## config.mk

```make
export PLATFORM = sky130hd
export DESIGN_NAME = instr_fetch_sequencer
export DESIGN_NICKNAME = d
export VERILOG_FILES = /design/src/rtl/rv_fetch_pkg.sv /design/src/rtl/instr_fetch_sequencer.sv
export SDC_FILE = /design/constraint.sdc
export NUM_CORES = 1
export LEC_CHECK = 0
export CORE_ASPECT_RATIO = 1.1
export CORE_UTILIZATION = 40
export CTS_CLUSTER_SIZE = 20
export DETAILED_ROUTE_END_ITERATION = 10
export PLACE_DENSITY_LB_ADDON = 0.25
export SYNTH_ARGS = -nofsm -noshare
export SYNTH_HDL_FRONTEND = slang
export SYNTH_SLANG_ARGS = --single-unit
export TNS_END_PERCENT = 30
```

## constraint.sdc

```tcl
create_clock -name clk -period 4.05 [get_ports clk]
set_clock_uncertainty 0.15 [all_clocks]
set_input_delay 0.405 -clock clk [delete_from_list [all_inputs] [get_ports clk]]
set_output_delay 0.405 -clock clk [all_outputs]
set_load 0.1 [all_outputs]
```

## src/rtl/rv_fetch_pkg.sv

```systemverilog
// Shared definitions for the instruction-fetch sequencer: FSM states, fault codes and
// the SYSTEM-opcode words that stop the fetch loop.
package rv_fetch_pkg;

  typedef enum logic [2:0] {
    IDLE,
    SETTLE,
    FETCH,
    ISSUE,
    EXEC,
    HALTED,
    FAULT
  } fetch_state_e;

  localparam logic [1:0] FC_NONE     = 2'd0;
  localparam logic [1:0] FC_MISALIGN = 2'd1;
  localparam logic [1:0] FC_TIMEOUT  = 2'd2;
  localparam logic [1:0] FC_DONE     = 2'd3;

  localparam logic [31:0] ECALL_WORD  = 32'h0000_0073;
  localparam logic [31:0] EBREAK_WORD = 32'h0010_0073;
  localparam logic [6:0]  OPC_SYSTEM  = 7'b1110011;

  // ECALL and EBREAK differ only in bit 20; both carry the SYSTEM opcode.
  function automatic logic is_halt_word(input logic [31:0] w);
    return (w[6:0] == OPC_SYSTEM) &&
           ((w[31:7] == ECALL_WORD[31:7]) || (w[31:7] == EBREAK_WORD[31:7]));
  endfunction

endpackage

```

## src/rtl/instr_fetch_sequencer.sv

```systemverilog
// Feeds the multi-cycle RV32I core: fetches the word at the core's PC, issues it with a
// one-cycle run pulse, and waits for done before fetching the next one.
module instr_fetch_sequencer
  import rv_fetch_pkg::*;
#(
  parameter int unsigned TIMEOUT_CYCLES = 255,
  parameter int unsigned CNT_W          = 32
) (
  input  logic             clk,
  input  logic             reset,
  input  logic             start,
  input  logic             stop,
  input  logic [31:0]      pc_in,
  input  logic             done_in,
  output logic             run,
  output logic [31:0]      command,
  output logic             imem_req,
  output logic [31:0]      imem_addr,
  input  logic             imem_ack,
  input  logic [31:0]      imem_rdata,
  output logic             busy,
  output logic             halted,
  output logic             fault,
  output logic [1:0]       fault_code,
  output logic [CNT_W-1:0] retired
);

  localparam logic [15:0] ToLast = 16'(TIMEOUT_CYCLES - 1);

  fetch_state_e     r_state, w_next_state;
  logic [1:0]       r_fault_code, w_fault_code;
  logic [31:0]      r_command;
  logic [31:0]      r_addr;
  logic [15:0]      r_to_cnt;
  logic [CNT_W-1:0] r_retired;
  logic             r_stop_pending;
  logic             w_busy;
  logic             w_accept;
  logic             w_retire;

  assign w_busy   = (r_state != IDLE) && (r_state != HALTED) && (r_state != FAULT);
  // An ack coinciding with a spurious done is not accepted: the block faults instead.
  assign w_accept = (r_state == FETCH) && imem_ack && !done_in;
  assign w_retire = (r_state == EXEC) && done_in;

  always_comb begin
    w_next_state = r_state;
    w_fault_code = r_fault_code;
    unique case (r_state)
      IDLE: begin
        if (done_in) begin
          w_next_state = FAULT;
          w_fault_code = FC_DONE;
        end else if (start) begin
          w_next_state = SETTLE;
        end
      end
      SETTLE: begin
        if (done_in) begin
          w_next_state = FAULT;
          w_fault_code = FC_DONE;
        end else if (pc_in[1:0] != 2'b00) begin
          w_next_state = FAULT;
          w_fault_code = FC_MISALIGN;
        end else begin
          w_next_state = FETCH;
        end
      end
      FETCH: begin
        if (done_in) begin
          w_next_state = FAULT;
          w_fault_code = FC_DONE;
        end else if (imem_ack) begin
          w_next_state = is_halt_word(imem_rdata) ? HALTED : ISSUE;
        end else if (r_to_cnt == ToLast) begin
          w_next_state = FAULT;
          w_fault_code = FC_TIMEOUT;
        end
      end
      ISSUE: begin
        if (done_in) begin
          w_next_state = FAULT;
          w_fault_code = FC_DONE;
        end else begin
          w_next_state = EXEC;
        end
      end
      EXEC: begin
        if (done_in) begin
          w_next_state = (r_stop_pending || stop) ? IDLE : SETTLE;
        end
      end
      HALTED, FAULT: w_next_state = r_state;
      default: w_next_state = IDLE;
    endcase
  end

  always_ff @(posedge clk or posedge reset) begin
    if (reset) begin
      r_state        <= IDLE;
      r_fault_code   <= FC_NONE;
      r_command      <= '0;
      r_addr         <= '0;
      r_to_cnt       <= '0;
      r_retired      <= '0;
      r_stop_pending <= 1'b0;
    end else begin
      r_state      <= w_next_state;
      r_fault_code <= w_fault_code;
      if (w_accept) r_command <= imem_rdata;
      if (r_state == SETTLE) r_addr <= pc_in;
      r_to_cnt <= ((r_state == FETCH) && (w_next_state == FETCH)) ? r_to_cnt + 16'd1 : '0;
      if (w_retire) r_retired <= r_retired + 1'b1;
      if (w_retire && (w_next_state == IDLE)) begin
        r_stop_pending <= 1'b0;
      end else if (stop && w_busy) begin
        r_stop_pending <= 1'b1;
      end
    end
  end

  // Decoded from the state register so reset clears them without waiting for an edge.
  assign run        = (r_state == ISSUE);
  assign imem_req   = (r_state == FETCH);
  assign busy       = w_busy;
  assign halted     = (r_state == HALTED);
  assign fault      = (r_state == FAULT);
  assign fault_code = r_fault_code;
  assign command    = r_command;
  assign imem_addr  = r_addr;
  assign retired    = r_retired;

endmodule

```

==> impl_metrics.tcl <==
set metrics [dict create \
    grt_setup_unrepaired "no" \
    grt_usage 0.1925 \
    layout-drive-gt1-share 0.1824 \
    core.rowCount 42 \
    cpPeakStageDelay_ps 1160 \
    ys_async_sr_fraction 1.000 \
    via_count 3779 \
    syn_avg_cell_area_um2 12.77 \
    htreeDepth 4 \
    grt_pass1_vias 3915 \
    syn_area_mm2 0.005069 \
    crit_slowest_cell "clkdlybuf4s50_1" \
    die-area_mm2 0.01313 \
    startpoint "r_state[1]$_DFF_PP0_" \
    die_w_um 109.3 \
    cts_sinks 118 \
    fin_setup_tns_ps 0 \
    n_fill_cell 1005 \
    post_cts_buffers 0 \
    wirelength_um 11650 \
    syn_inst 397 \
    tightest_slew_ps 1009 \
    status "complete, no violations" \
    syn_to_final_growth_pct 49.47 \
    dr.pass1.iters 4 \
    die_y_um 120.1 \
    synth_top_area_share 0.5826 \
    core_area_mm2 0.01219 \
    ys_seq_area_frac 0.5826 \
    synth.largest_area_cell "dfrtp_1" \
    ys_top_cells_by_area "dfrtp_1, mux2_2, xnor2_1, nor2_1, nand2_1" \
    critPathArrivalTime_ps 2640 \
    r2r_slack_ps 1710 \
    path_class "flop to output port" \
    worstSetupEndpointType "output port" \
    insertion_delay_ps 420 \
    reg2reg_depth 5 \
    ys_types 43 \
    yosys-top-cells-count "dfrtp_1, mux2_2, xnor2_1" \
    synth.net_count 470 \
    start_util 0.4157 \
    max_freq_ghz 0.3127 \
    grt_pass1_wl_um 18970 \
    diodes 0 \
    critPathMaxFanout 13 \
    worstReg2RegStart "r_state[2]$_DFF_PP0_" \
    finalHoldViolCount 0 \
    hp-class "primary input to async pin" \
    cts_hold_buf 0 \
    port_buffers 172 \
    cp-start-kind "flop" \
    ys.flop_type "dfrtp_1" \
    ios 173 \
    min_period_over_period 0.7897 \
    drc 0 \
    cp.required_ps 3490 \
    grt_overflow 0 \
    synth.most_common_cell "dfrtp_1" \
    clkSlewWorstSetupHoldPaths_ps 50 \
    crit_path_end "fault" \
    numCtsBuffers 17 \
    drv_slew 0 \
    cts_root_buf "clkbuf_16" \
    ys_ff_latch 118 \
    r2r-end "retired[19]$_DFFE_PP0P_" \
    cp_cell_sequence "nand2b_1 > nor2_1 > clkdlybuf4s50_1" \
    drtAntennaViolNets 0 \
    max_cap_violations 0 \
    dp_hpwl_um 8589 \
    detail_route.wl_per_cell_um 15.62 \
    relSlewSlack 0.3252 \
    cts_tree "done" \
    cts_buffer_depth 2 \
    grt_max_degree 75 \
    via_per_inst 5.066 \
    drtIter0Drc 146 \
    ctsResizeCount 0 \
    gp_congestion 0.7788 \
    synth-edff-count 0 \
    yosys_warnings 0 \
    setup_violations 0 \
    antenna_found_initial 0 \
    fin_nets 652 \
    post-route-min-period_ps 3198 \
]
sequential cells by signal, summed over array words and instances, names as in the netlist:
signal and count:
r_stop_pending 1, imem_addr 32, command 32, retired 32
r_to_cnt 16, fault_code 2, r_state 3
through the flow:
stage,hold WS [ps],utilization,cells,instance area (um^2),worst slack (ps)
2_1_floorplan,331.9,-,397,5069,365.9
3_3_place_gp,311.3,0.5712,714,6964,1348
3_5_place_dp,334.0,0.5712,714,6964,1245
4_1_cts,281.7,0.6214,746,7576,850.3
5_1_grt,314.6,0.6214,746,7576,706.7
6_report,257.7,0.6214,746,7576,851.9
kinds of logic (layout without fill, tap and decap cells):
kind of cell | count (synthesis) | count (layout) | synth area share
AND/OR/NAND/NOR | 130 | 130 | 0.1496
flip-flops | 118 | 118 | 0.5826
multiplexers | 66 | 66 | 0.1461
XOR/XNOR | 46 | 46 | 0.07949
buffers and inverters | 20 | 215 | 0.01728
AO/OA/AOI/OAI | 14 | 14 | 0.01753
adder cells (fa/ha/maj) | 3 | 3 | 0.007406
worst min-delay path by stage:
stage / slack, ps / from / to / cells past startpoint
finish: 260 / reset / imem_addr[29]$_DFFE_PP0P_ / 2
global route: 310 / reset / imem_addr[29]$_DFFE_PP0P_ / 2
CTS: 280 / reset / imem_addr[14]$_DFFE_PP0P_ / 2
detailed placement: 330 / retired[31]$_DFFE_PP0P_ / retired[31]$_DFFE_PP0P_ / 1
global placement: 310 / retired[31]$_DFFE_PP0P_ / retired[31]$_DFFE_PP0P_ / 1
floorplan: 330 / r_to_cnt[0]$_DFF_PP0_ / r_to_cnt[0]$_DFF_PP0_ / 1
cells in the final DEF, fill, tap and decap left out, drive strengths merged, types with 10 or more instances in the layout:
cell,count
clkdlybuf4s50,170
xnor2,36
dfrtp,118
nor2,31
xor2,10
nor4,10
nand3,16
nand4,14
clkbuf,24
nand2,24
mux2,64
cell type report:
cell class,count,area (um^2),area share
multi-input cells,259,2034,0.2685
clock buffers,24,491.7,0.06491
repair buffers,175,1752,0.2312
clock inverters,8,120.1,0.01585
inverters,8,32.53,0.004294
well taps,154,192.7,0.02543
flip-flops and latches,118,2953,0.3898
worst max-delay path: cells and delay by family, from the launching register on:
family	cells	cell delay [ps]
buf+inv	1	1160
simple gates	2	430
flops	1	620
metal layers:
layer | global-route usage | up-vias | wire [um]
li1 | - | 1768 | -
met2 | 0.3070 | 137 | 5851
met5 | 0 | - | 0
met4 | 0.07500 | 0 | 172
met3 | 0.09451 | 14 | 1021
met1 | 0.2196 | 1860 | 4609
Power is left out: the tool's default activity adds up to more than one toggle a clock period on the data nets, which glitch-free logic cannot reach.
